==> src/rtl/mips_multi_ctrl_hs_pkg.sv <==
// Shared encodings for the multicycle MIPS controller: opcodes, functs,
// FSM states, ALU operation classes and datapath mux select codes.
package mips_multi_pkg;

  // Opcodes (instr[31:26])
  localparam logic [5:0] OP_RTYPE = 6'b000000;
  localparam logic [5:0] OP_J     = 6'b000010;
  localparam logic [5:0] OP_JAL   = 6'b000011;
  localparam logic [5:0] OP_BEQ   = 6'b000100;
  localparam logic [5:0] OP_BNE   = 6'b000101;
  localparam logic [5:0] OP_ADDI  = 6'b001000;
  localparam logic [5:0] OP_SLTI  = 6'b001010;
  localparam logic [5:0] OP_ANDI  = 6'b001100;
  localparam logic [5:0] OP_ORI   = 6'b001101;
  localparam logic [5:0] OP_XORI  = 6'b001110;
  localparam logic [5:0] OP_LW    = 6'b100011;
  localparam logic [5:0] OP_LBU   = 6'b100100;
  localparam logic [5:0] OP_SW    = 6'b101011;

  // R-type funct codes (instr[5:0])
  localparam logic [5:0] FN_ADD = 6'b100000;
  localparam logic [5:0] FN_SUB = 6'b100010;
  localparam logic [5:0] FN_AND = 6'b100100;
  localparam logic [5:0] FN_OR  = 6'b100101;
  localparam logic [5:0] FN_XOR = 6'b100110;
  localparam logic [5:0] FN_SLT = 6'b101010;

  // Main FSM states; TRAP sits at the top of the code space
  typedef enum logic [4:0] {
    S_FETCH   = 5'd0,
    S_DECODE  = 5'd1,
    S_MEMADR  = 5'd2,
    S_MEMRD   = 5'd3,
    S_MEMWB   = 5'd4,
    S_MEMWR   = 5'd5,
    S_EXECUTE = 5'd6,
    S_ALUWB   = 5'd7,
    S_BRANCH  = 5'd8,
    S_IMMEX   = 5'd9,
    S_IMMWB   = 5'd10,
    S_JUMP    = 5'd11,
    S_JAL     = 5'd12,
    S_TRAP    = 5'h1F
  } state_e;

  // Operation class handed from the FSM to the ALU decoder
  typedef enum logic [2:0] {
    ALUOP_ADD   = 3'd0,
    ALUOP_SUB   = 3'd1,
    ALUOP_FUNCT = 3'd2,
    ALUOP_SLT   = 3'd3,
    ALUOP_AND   = 3'd4,
    ALUOP_OR    = 3'd5,
    ALUOP_XOR   = 3'd6
  } aluop_e;

  // ALU B-operand select
  localparam logic [2:0] SRCB_B       = 3'b000;
  localparam logic [2:0] SRCB_FOUR    = 3'b001;
  localparam logic [2:0] SRCB_SIGNIMM = 3'b010;
  localparam logic [2:0] SRCB_SIGNSH  = 3'b011;
  localparam logic [2:0] SRCB_ZEROIMM = 3'b100;

  // PC source select
  localparam logic [1:0] PCSRC_ALU    = 2'b00;
  localparam logic [1:0] PCSRC_ALUOUT = 2'b01;
  localparam logic [1:0] PCSRC_JUMP   = 2'b10;

  // Register destination select
  localparam logic [1:0] REGDST_RT = 2'b00;
  localparam logic [1:0] REGDST_RD = 2'b01;
  localparam logic [1:0] REGDST_RA = 2'b10;

  // Register write-data select
  localparam logic [1:0] M2R_ALUOUT = 2'b00;
  localparam logic [1:0] M2R_DATA   = 2'b01;
  localparam logic [1:0] M2R_PC     = 2'b10;

  // ALU control codes seen by the datapath
  localparam logic [2:0] ALU_ADD = 3'b010;
  localparam logic [2:0] ALU_SUB = 3'b110;
  localparam logic [2:0] ALU_AND = 3'b000;
  localparam logic [2:0] ALU_OR  = 3'b001;
  localparam logic [2:0] ALU_XOR = 3'b011;
  localparam logic [2:0] ALU_SLT = 3'b111;

endpackage

==> src/rtl/mips_multi_ctrl_hs_if.sv <==
// Controller <-> datapath/memory bundle. The controller side (master) reads
// the instruction fields, ALU flag and memory ready, and drives all enables.
interface mips_multi_ctrl_hs_if;
  logic [5:0] op;
  logic [5:0] funct;
  logic       zero;
  logic       mem_ready;
  logic       memread;
  logic       memwrite;
  logic       pcen;
  logic       irwrite;
  logic       regwrite;
  logic       alusrca;
  logic       iord;
  logic [1:0] regdst;
  logic [1:0] memtoreg;
  logic [2:0] alusrcb;
  logic [1:0] pcsrc;
  logic [2:0] alucontrol;
  logic       lbu;
  logic       instret;
  logic       trap;

  modport master (
    input  op, funct, zero, mem_ready,
    output memread, memwrite, pcen, irwrite, regwrite, alusrca, iord,
           regdst, memtoreg, alusrcb, pcsrc, alucontrol, lbu, instret, trap
  );

  modport slave (
    output op, funct, zero, mem_ready,
    input  memread, memwrite, pcen, irwrite, regwrite, alusrca, iord,
           regdst, memtoreg, alusrcb, pcsrc, alucontrol, lbu, instret, trap
  );
endinterface

==> src/rtl/mips_multi_ctrl_hs_aludec.sv <==
// Stateless ALU decoder: maps the FSM's operation class (and funct for
// R-type) to the datapath ALU control code, flagging unknown functs.
module mips_aludec_x
  import mips_multi_pkg::*;
(
  input  aluop_e     aluop_i,
  input  logic [5:0] funct_i,
  output logic [2:0] alucontrol_o,
  output logic       illegal_funct_o
);

  // Decode operation class, falling through to funct for R-type
  always_comb begin
    alucontrol_o    = ALU_ADD;
    illegal_funct_o = 1'b0;
    case (aluop_i)
      ALUOP_ADD: alucontrol_o = ALU_ADD;
      ALUOP_SUB: alucontrol_o = ALU_SUB;
      ALUOP_SLT: alucontrol_o = ALU_SLT;
      ALUOP_AND: alucontrol_o = ALU_AND;
      ALUOP_OR:  alucontrol_o = ALU_OR;
      ALUOP_XOR: alucontrol_o = ALU_XOR;
      ALUOP_FUNCT: begin
        case (funct_i)
          FN_ADD:  alucontrol_o = ALU_ADD;
          FN_SUB:  alucontrol_o = ALU_SUB;
          FN_AND:  alucontrol_o = ALU_AND;
          FN_OR:   alucontrol_o = ALU_OR;
          FN_XOR:  alucontrol_o = ALU_XOR;
          FN_SLT:  alucontrol_o = ALU_SLT;
          default: illegal_funct_o = 1'b1;
        endcase
      end
      default: alucontrol_o = ALU_ADD;
    endcase
  end

endmodule

==> src/rtl/mips_multi_ctrl_hs.sv <==
// Multicycle MIPS main controller with variable-latency memory handshake,
// a per-state wait watchdog and a sticky TRAP state left only by reset.
module mips_multi_ctrl_hs
  import mips_multi_pkg::*;
#(
  parameter int MEM_TIMEOUT  = 16,
  parameter bit TRAP_ILLEGAL = 1'b1
) (
  input logic                  clk,
  input logic                  reset,
  mips_multi_ctrl_hs_if.master bus
);

  localparam int              TO_W   = (MEM_TIMEOUT > 0) ? $clog2(MEM_TIMEOUT + 1) : 1;
  localparam logic [TO_W-1:0] TO_LIM = TO_W'(MEM_TIMEOUT);

  state_e          state_q, state_d;
  logic [TO_W-1:0] wait_q, wait_d;
  aluop_e          aluop;
  logic [2:0]      alucontrol;
  logic            illegal_funct;
  logic            waiting, wd_expire;
  logic            pcwrite, branch_eq, branch_ne;
  logic            memread, memwrite, irwrite, regwrite, alusrca, iord;
  logic            lbu, instret, trap;
  logic [1:0]      regdst, memtoreg, pcsrc;
  logic [2:0]      alusrcb;

  // A memory-facing state with no ready this cycle is a wait cycle
  assign waiting   = (state_q inside {S_FETCH, S_MEMRD, S_MEMWR}) && !bus.mem_ready;
  // Fires on the wait cycle that would bring the count up to the limit
  assign wd_expire = (MEM_TIMEOUT > 0) && waiting && (wait_q >= TO_LIM - 1'b1);

  mips_aludec_x u_aludec (
    .aluop_i         (aluop),
    .funct_i         (bus.funct),
    .alucontrol_o    (alucontrol),
    .illegal_funct_o (illegal_funct)
  );

  // State and watchdog registers with asynchronous reset
  always_ff @(posedge clk or posedge reset) begin
    if (reset) begin
      state_q <= S_FETCH;
      wait_q  <= '0;
    end else begin
      state_q <= state_d;
      wait_q  <= wait_d;
    end
  end

  // Watchdog: clear on state change, saturating count of wait cycles
  always_comb begin
    wait_d = wait_q;
    if (state_d != state_q) begin
      wait_d = '0;
    end else if (waiting && (wait_q != '1)) begin
      wait_d = wait_q + 1'b1;
    end
  end

  // Next-state logic; ready always beats the watchdog in the same cycle
  always_comb begin
    state_d = state_q;
    case (state_q)
      S_FETCH: begin
        if (bus.mem_ready)  state_d = S_DECODE;
        else if (wd_expire) state_d = S_TRAP;
      end
      S_DECODE: begin
        case (bus.op)
          OP_LW, OP_LBU, OP_SW:                       state_d = S_MEMADR;
          OP_RTYPE:                                   state_d = S_EXECUTE;
          OP_BEQ, OP_BNE:                             state_d = S_BRANCH;
          OP_ADDI, OP_SLTI, OP_ANDI, OP_ORI, OP_XORI: state_d = S_IMMEX;
          OP_J:                                       state_d = S_JUMP;
          OP_JAL:                                     state_d = S_JAL;
          default: state_d = TRAP_ILLEGAL ? S_TRAP : S_FETCH;
        endcase
      end
      S_MEMADR: begin
        if (bus.op == OP_LW || bus.op == OP_LBU) state_d = S_MEMRD;
        else if (bus.op == OP_SW)                state_d = S_MEMWR;
        else                                     state_d = S_FETCH;
      end
      S_MEMRD: begin
        if (bus.mem_ready)  state_d = S_MEMWB;
        else if (wd_expire) state_d = S_TRAP;
      end
      S_MEMWR: begin
        if (bus.mem_ready)  state_d = S_FETCH;
        else if (wd_expire) state_d = S_TRAP;
      end
      S_EXECUTE: begin
        if (illegal_funct) state_d = TRAP_ILLEGAL ? S_TRAP : S_FETCH;
        else               state_d = S_ALUWB;
      end
      S_MEMWB, S_ALUWB, S_BRANCH, S_IMMWB, S_JUMP, S_JAL: state_d = S_FETCH;
      S_IMMEX: state_d = S_IMMWB;
      S_TRAP:  state_d = S_TRAP;
      default: state_d = S_TRAP;
    endcase
  end

  // ALU operation class requested in each state
  always_comb begin
    aluop = ALUOP_ADD;
    case (state_q)
      S_EXECUTE: aluop = ALUOP_FUNCT;
      S_BRANCH:  aluop = ALUOP_SUB;
      S_IMMEX: begin
        case (bus.op)
          OP_SLTI: aluop = ALUOP_SLT;
          OP_ANDI: aluop = ALUOP_AND;
          OP_ORI:  aluop = ALUOP_OR;
          OP_XORI: aluop = ALUOP_XOR;
          default: aluop = ALUOP_ADD;
        endcase
      end
      default: aluop = ALUOP_ADD;
    endcase
  end

  // Per-state datapath controls, ready-gated where memory is involved
  always_comb begin
    memread   = 1'b0;
    memwrite  = 1'b0;
    irwrite   = 1'b0;
    regwrite  = 1'b0;
    alusrca   = 1'b0;
    iord      = 1'b0;
    regdst    = REGDST_RT;
    memtoreg  = M2R_ALUOUT;
    alusrcb   = SRCB_B;
    pcsrc     = PCSRC_ALU;
    pcwrite   = 1'b0;
    branch_eq = 1'b0;
    branch_ne = 1'b0;
    lbu       = 1'b0;
    instret   = 1'b0;
    trap      = 1'b0;
    case (state_q)
      S_FETCH: begin
        memread = 1'b1;
        alusrcb = SRCB_FOUR;
        irwrite = bus.mem_ready;
        pcwrite = bus.mem_ready;
      end
      S_DECODE: alusrcb = SRCB_SIGNSH;
      S_MEMADR: begin
        alusrca = 1'b1;
        alusrcb = SRCB_SIGNIMM;
      end
      S_MEMRD: begin
        memread = 1'b1;
        iord    = 1'b1;
      end
      S_MEMWB: begin
        regwrite = 1'b1;
        memtoreg = M2R_DATA;
        lbu      = (bus.op == OP_LBU);
        instret  = 1'b1;
      end
      S_MEMWR: begin
        memwrite = 1'b1;
        iord     = 1'b1;
        instret  = bus.mem_ready;
      end
      S_EXECUTE: alusrca = 1'b1;
      S_ALUWB: begin
        regwrite = 1'b1;
        regdst   = REGDST_RD;
        instret  = 1'b1;
      end
      S_BRANCH: begin
        alusrca   = 1'b1;
        pcsrc     = PCSRC_ALUOUT;
        branch_eq = (bus.op == OP_BEQ);
        branch_ne = (bus.op == OP_BNE);
        instret   = 1'b1;
      end
      S_IMMEX: begin
        alusrca = 1'b1;
        alusrcb = (bus.op == OP_ADDI || bus.op == OP_SLTI) ? SRCB_SIGNIMM : SRCB_ZEROIMM;
      end
      S_IMMWB: begin
        regwrite = 1'b1;
        instret  = 1'b1;
      end
      S_JUMP: begin
        pcwrite = 1'b1;
        pcsrc   = PCSRC_JUMP;
        instret = 1'b1;
      end
      S_JAL: begin
        regwrite = 1'b1;
        regdst   = REGDST_RA;
        memtoreg = M2R_PC;
        pcwrite  = 1'b1;
        pcsrc    = PCSRC_JUMP;
        instret  = 1'b1;
      end
      S_TRAP:  trap = 1'b1;
      default: trap = 1'b0;
    endcase
    // Hold the datapath quiet while reset is asserted
    if (reset) begin
      memread   = 1'b0;
      irwrite   = 1'b0;
      pcwrite   = 1'b0;
      alusrcb   = SRCB_FOUR;
      branch_eq = 1'b0;
      branch_ne = 1'b0;
      lbu       = 1'b0;
      trap      = 1'b0;
    end
  end

  assign bus.memread    = memread;
  assign bus.memwrite   = memwrite;
  assign bus.pcen       = pcwrite | (branch_eq & bus.zero) | (branch_ne & ~bus.zero);
  assign bus.irwrite    = irwrite;
  assign bus.regwrite   = regwrite;
  assign bus.alusrca    = alusrca;
  assign bus.iord       = iord;
  assign bus.regdst     = regdst;
  assign bus.memtoreg   = memtoreg;
  assign bus.alusrcb    = alusrcb;
  assign bus.pcsrc      = pcsrc;
  assign bus.alucontrol = reset ? 3'b000 : alucontrol;
  assign bus.lbu        = lbu;
  assign bus.instret    = instret;
  assign bus.trap       = trap;

endmodule

==> src/flat_wrapper.sv <==
// flat-port wrapper written by rule: the top's interface ports become plain ports
module mips_multi_ctrl_hs_flat import mips_multi_pkg::*;
#(
  parameter int MEM_TIMEOUT  = 16,
  parameter bit TRAP_ILLEGAL = 1'b1
)
  (clk, reset, bus_op, bus_funct, bus_zero, bus_mem_ready, bus_memread, bus_memwrite, bus_pcen, bus_irwrite, bus_regwrite, bus_alusrca, bus_iord, bus_regdst, bus_memtoreg, bus_alusrcb, bus_pcsrc, bus_alucontrol, bus_lbu, bus_instret, bus_trap);
  mips_multi_ctrl_hs_if bus_i ();
  input logic clk;
  input logic reset;
  input wire logic [$bits(bus_i.op)-1:0] bus_op;
  input wire logic [$bits(bus_i.funct)-1:0] bus_funct;
  input wire logic [$bits(bus_i.zero)-1:0] bus_zero;
  input wire logic [$bits(bus_i.mem_ready)-1:0] bus_mem_ready;
  output wire logic [$bits(bus_i.memread)-1:0] bus_memread;
  output wire logic [$bits(bus_i.memwrite)-1:0] bus_memwrite;
  output wire logic [$bits(bus_i.pcen)-1:0] bus_pcen;
  output wire logic [$bits(bus_i.irwrite)-1:0] bus_irwrite;
  output wire logic [$bits(bus_i.regwrite)-1:0] bus_regwrite;
  output wire logic [$bits(bus_i.alusrca)-1:0] bus_alusrca;
  output wire logic [$bits(bus_i.iord)-1:0] bus_iord;
  output wire logic [$bits(bus_i.regdst)-1:0] bus_regdst;
  output wire logic [$bits(bus_i.memtoreg)-1:0] bus_memtoreg;
  output wire logic [$bits(bus_i.alusrcb)-1:0] bus_alusrcb;
  output wire logic [$bits(bus_i.pcsrc)-1:0] bus_pcsrc;
  output wire logic [$bits(bus_i.alucontrol)-1:0] bus_alucontrol;
  output wire logic [$bits(bus_i.lbu)-1:0] bus_lbu;
  output wire logic [$bits(bus_i.instret)-1:0] bus_instret;
  output wire logic [$bits(bus_i.trap)-1:0] bus_trap;
  assign bus_i.op = bus_op;
  assign bus_i.funct = bus_funct;
  assign bus_i.zero = bus_zero;
  assign bus_i.mem_ready = bus_mem_ready;
  assign bus_memread = bus_i.memread;
  assign bus_memwrite = bus_i.memwrite;
  assign bus_pcen = bus_i.pcen;
  assign bus_irwrite = bus_i.irwrite;
  assign bus_regwrite = bus_i.regwrite;
  assign bus_alusrca = bus_i.alusrca;
  assign bus_iord = bus_i.iord;
  assign bus_regdst = bus_i.regdst;
  assign bus_memtoreg = bus_i.memtoreg;
  assign bus_alusrcb = bus_i.alusrcb;
  assign bus_pcsrc = bus_i.pcsrc;
  assign bus_alucontrol = bus_i.alucontrol;
  assign bus_lbu = bus_i.lbu;
  assign bus_instret = bus_i.instret;
  assign bus_trap = bus_i.trap;
  mips_multi_ctrl_hs #(.MEM_TIMEOUT(MEM_TIMEOUT), .TRAP_ILLEGAL(TRAP_ILLEGAL)) u_core (.clk(clk), .reset(reset), .bus(bus_i));
endmodule
==> config.mk <==
export PLATFORM = sky130hd
export DESIGN_NAME = mips_multi_ctrl_hs_flat
export DESIGN_NICKNAME = d
export VERILOG_FILES = /design/src/rtl/mips_multi_ctrl_hs_pkg.sv /design/src/rtl/mips_multi_ctrl_hs_if.sv /design/src/rtl/mips_multi_ctrl_hs_aludec.sv /design/src/rtl/mips_multi_ctrl_hs.sv /design/src/flat_wrapper.sv
export SDC_FILE = /design/constraint.sdc
export NUM_CORES = 1
export LEC_CHECK = 0
export CORE_MARGIN = 8
export CORE_UTILIZATION = 30
export DETAILED_ROUTE_END_ITERATION = 10
export GPL_TIMING_DRIVEN = 0
export HOLD_SLACK_MARGIN = 0.12
export PLACE_DENSITY_LB_ADDON = 0.08
export SYNTH_ARGS = -nofsm -noshare
export SYNTH_HDL_FRONTEND = slang
export SYNTH_SLANG_ARGS = --single-unit
==> constraint.sdc <==
create_clock -name clk -period 2.3 [get_ports clk]
set_input_delay 0.46 -clock clk [delete_from_list [all_inputs] [get_ports clk]]
set_output_delay 0.46 -clock clk [all_outputs]
set_load 0.01 [all_outputs]
==> metrics <==
Leak 0.9890 nW; final worst setup slack -67.65 ps; Most used DFF post-synth dfrtp_1; post-synth cell types 59; post-route minimum period 2368 ps; WP data required 1840 ps; cell count of the worst reg-to-reg path 7; Arr. time, crit path 1910 ps; Slew HR 0.6345; CTS root buf clkbuf_8; Clock Path Buffers 2; count of flip-flops with a built-in enable after synthesis 0; crit-path cells buf_6, buf_12, nor3_4, nand3_4, nor3_1, nor3_1, dlygate4sd2_1; DR vias 1765; Area after DPL 1918 um2; layout cells sized above 1 0.4093; Top cell by count, worst path nor3_1; Final ANT Viol Nets 0; outcome finished, violations left; max_cap viols 0; initial drt markers 89; total track usage 0.1321; Ys Warns 0; # fillers 455; Die W 86.45 um; IO buf count 34; dpl hpwl 3779 um; Final setup viols 4; Seq/Total Area, Yosys 0.1681; vias in the first global route 1658; crit-path max FO 10; clock skew 3.771 ps; critical path capture point type output pin; CP delay by family, top simple AND/OR/NAND/NOR gates; maximum vdd drop 0.2753 mV; CTS tree yes; pre-CTS setup slack -939.9 ps; # rows 25; drt via density 5.414; initial antenna violation count 0; count of final hold-check violations 0; HP Class input port to async pin; num ports 38; crit path buf inv count 3; CTS clk-pin slew, worst paths 40 ps; WL/cell 16.77 um; Syn Nets 224; slowest stage delay, CP 400 ps; GR Overflow Total 0; Clock Sinks 10; Critical-path top delay cell dfrtp_1; critical path class flip-flop to output pin; post-synthesis async set-or-reset flop share 1.000; CTS buffer count 3; pin count of the biggest net entering global routing 13; Slew @ Worst Pin 548.2 ps; full die area 7474 um2; post-synthesis cell count 200; drt first pass iters 4; Core Area 4755 um2; Synth-to-Final Area Change 71.85%; CTS H-tree lvls 1; Design Area, Final 2559 um2; Crit path depth 7; max-slew violations 0; Core Util, Final 0.5382; final WL 5466 um; setup_tns -121.8 ps; Starting Density 0.3132; nets@finish 285; Max Fclk 422.4 MHz; Mapped Avg Cell Area 7.445 um2; failing checks negative setup slack; Yosys reg bits 10; Die Ht 86.45 um; Antenna Cells 0; Final period util 1.029; unrepaired setup endpoints after global routing true; worst skew pair latency 230 ps; total power 0.0004849 W; Power per Cell Area 189.5 nW/um2; RePlAce Congestion 0.8639; CP startpoint kind flip-flop; # DRC 0; first-pass GRT wire length 8245 um; Mapped Area 1489 um2
[final timing paths]
| check | start | end | slack [ps] |
|---|---|---|---|
| max in group asynchronous | reset | u_core.state_q[0]$_DFF_PP0_ | 1640 |
| hold reg to reg | u_core.wait_q[3]$_DFFE_PP0P_ | u_core.wait_q[3]$_DFFE_PP0P_ | 680 |
| setup reg to reg | u_core.state_q[4]$_DFF_PP0_ | u_core.wait_q[4]$_DFFE_PP0P_ | -10 |
| min in group clk | u_core.wait_q[3]$_DFFE_PP0P_ | u_core.wait_q[3]$_DFFE_PP0P_ | 680 |
| setup / recovery | u_core.state_q[2]$_DFF_PP0_ | bus_alucontrol[1] | -70 |
| hold / removal | reset | u_core.state_q[3]$_DFF_PP0_ | 330 |
[power by group]
group / switching (W) / internal, W
combinational: 0.0000723 / 0.0000582
sequential: 0 / 0.000176
clock: 0.0000637 / 0.000114
total: 0.000136 / 0.000349
[cell usage after synthesis (4+ instances only)]
master    number  area share
nand2b_1      13       0.055
and3_1         6       0.025
or3_1          4       0.017
nor3_1        10       0.034
xnor2_1        4       0.024
inv_1          9       0.023
dfrtp_1       10        0.17
buf_2          8       0.027
ha_1           8       0.067
a21oi_1       10       0.034
o21ai_0        9       0.030
nor4_1         6       0.025
nor2_1        22       0.055
xor2_1         4       0.024
nand2_1       14       0.035
[final cells by class]
cell class                      instances  area, um2  area share
Multi-Input combinational cell        168       1569      0.6132
Timing Repair Buffer                   58      484.2      0.1892
Sequential cell                        10      252.7     0.09878
Buffer                                 11      87.58     0.03423
Tap cell                               67      83.83     0.03276
Clock buffer                            3      41.29     0.01614
Inverter                                9      40.04     0.01565
[worst register-to-register path, stage by stage, from the launching register on]
cell and delay, ps:
dfrtp_1 400, or3_1 370, buf_2 200, or2_4 310
o311ai_4 320, or4_4 210, nand4_4 160, nor4_2 260
[cells in the final DEF, fill, tap and decap left out, types with 3 or more instances in the layout]
cell             Yosys  layout
o21ai_0              9       5
nor2_4               0       5
ha_4                 0       4
clkdlybuf4s50_1      0       8
nor3_4               0       3
xor2_1               4       3
nor4_2               0       5
buf_2                8       8
nand4_1              3       3
or3_1                4       3
and3_1               6       5
nor2_1              22      16
nand2b_1            13      10
clkbuf_8             0       3
ha_1                 8       3
inv_1                9       5
a21oi_1             10       7
dfrtp_1             10       8
nor3_1              10       5
nand2_1             14      14
buf_4                1      25
dlygate4sd2_1        0      16
clkdlybuf4s15_1      0       3
xnor2_1              4       4
[registers in the layout (all words and copies together), names as in the netlist]
name / flops
u_core.state_q: 5
u_core.wait_q: 5
[through the flow]
stage               std cells  hold slack (ps)
finish                    326            329.4
floorplan                 200            511.9
CTS                       310            424.3
detailed placement        301            614.6
global route              326            346.9
global placement          301            611.1
[logic make-up (layout without fill, tap and decap cells)]
family | count (synthesis) | in the layout | share of synthesized area
and+or+nand+nor | 97 | 97 | 0.3656
AOI/OAI and AO/OA | 50 | 50 | 0.2529
buffers and inverters | 22 | 81 | 0.06470
DFF | 10 | 10 | 0.1681
adders and majority gates | 9 | 9 | 0.07395
xor gates and xnor gates | 8 | 8 | 0.04705
muxes | 4 | 4 | 0.02773
[routing by layer]
metal  share of wire  GRT usage  routed length (um)  up-vias
li1                -          -                   -      869
met1            0.47     0.1843                2565      849
met2            0.48     0.2125                2618       47
met3           0.052    0.02930                 282        0
met4               0          0                   0        0
met5               0          0                   0        -
[what timing repair did]
action / 4_1_cts / 5_1_grt
resized for setup: 97 / 51
hold buffers: 0 / 0
hold endpoints to repair: 0 / 0
buffers inserted: 8 / 16
pin swaps: 12 / 18
setup endpoints to repair: 30 / 17
Note: power is estimated with default switching activity, not from simulation.
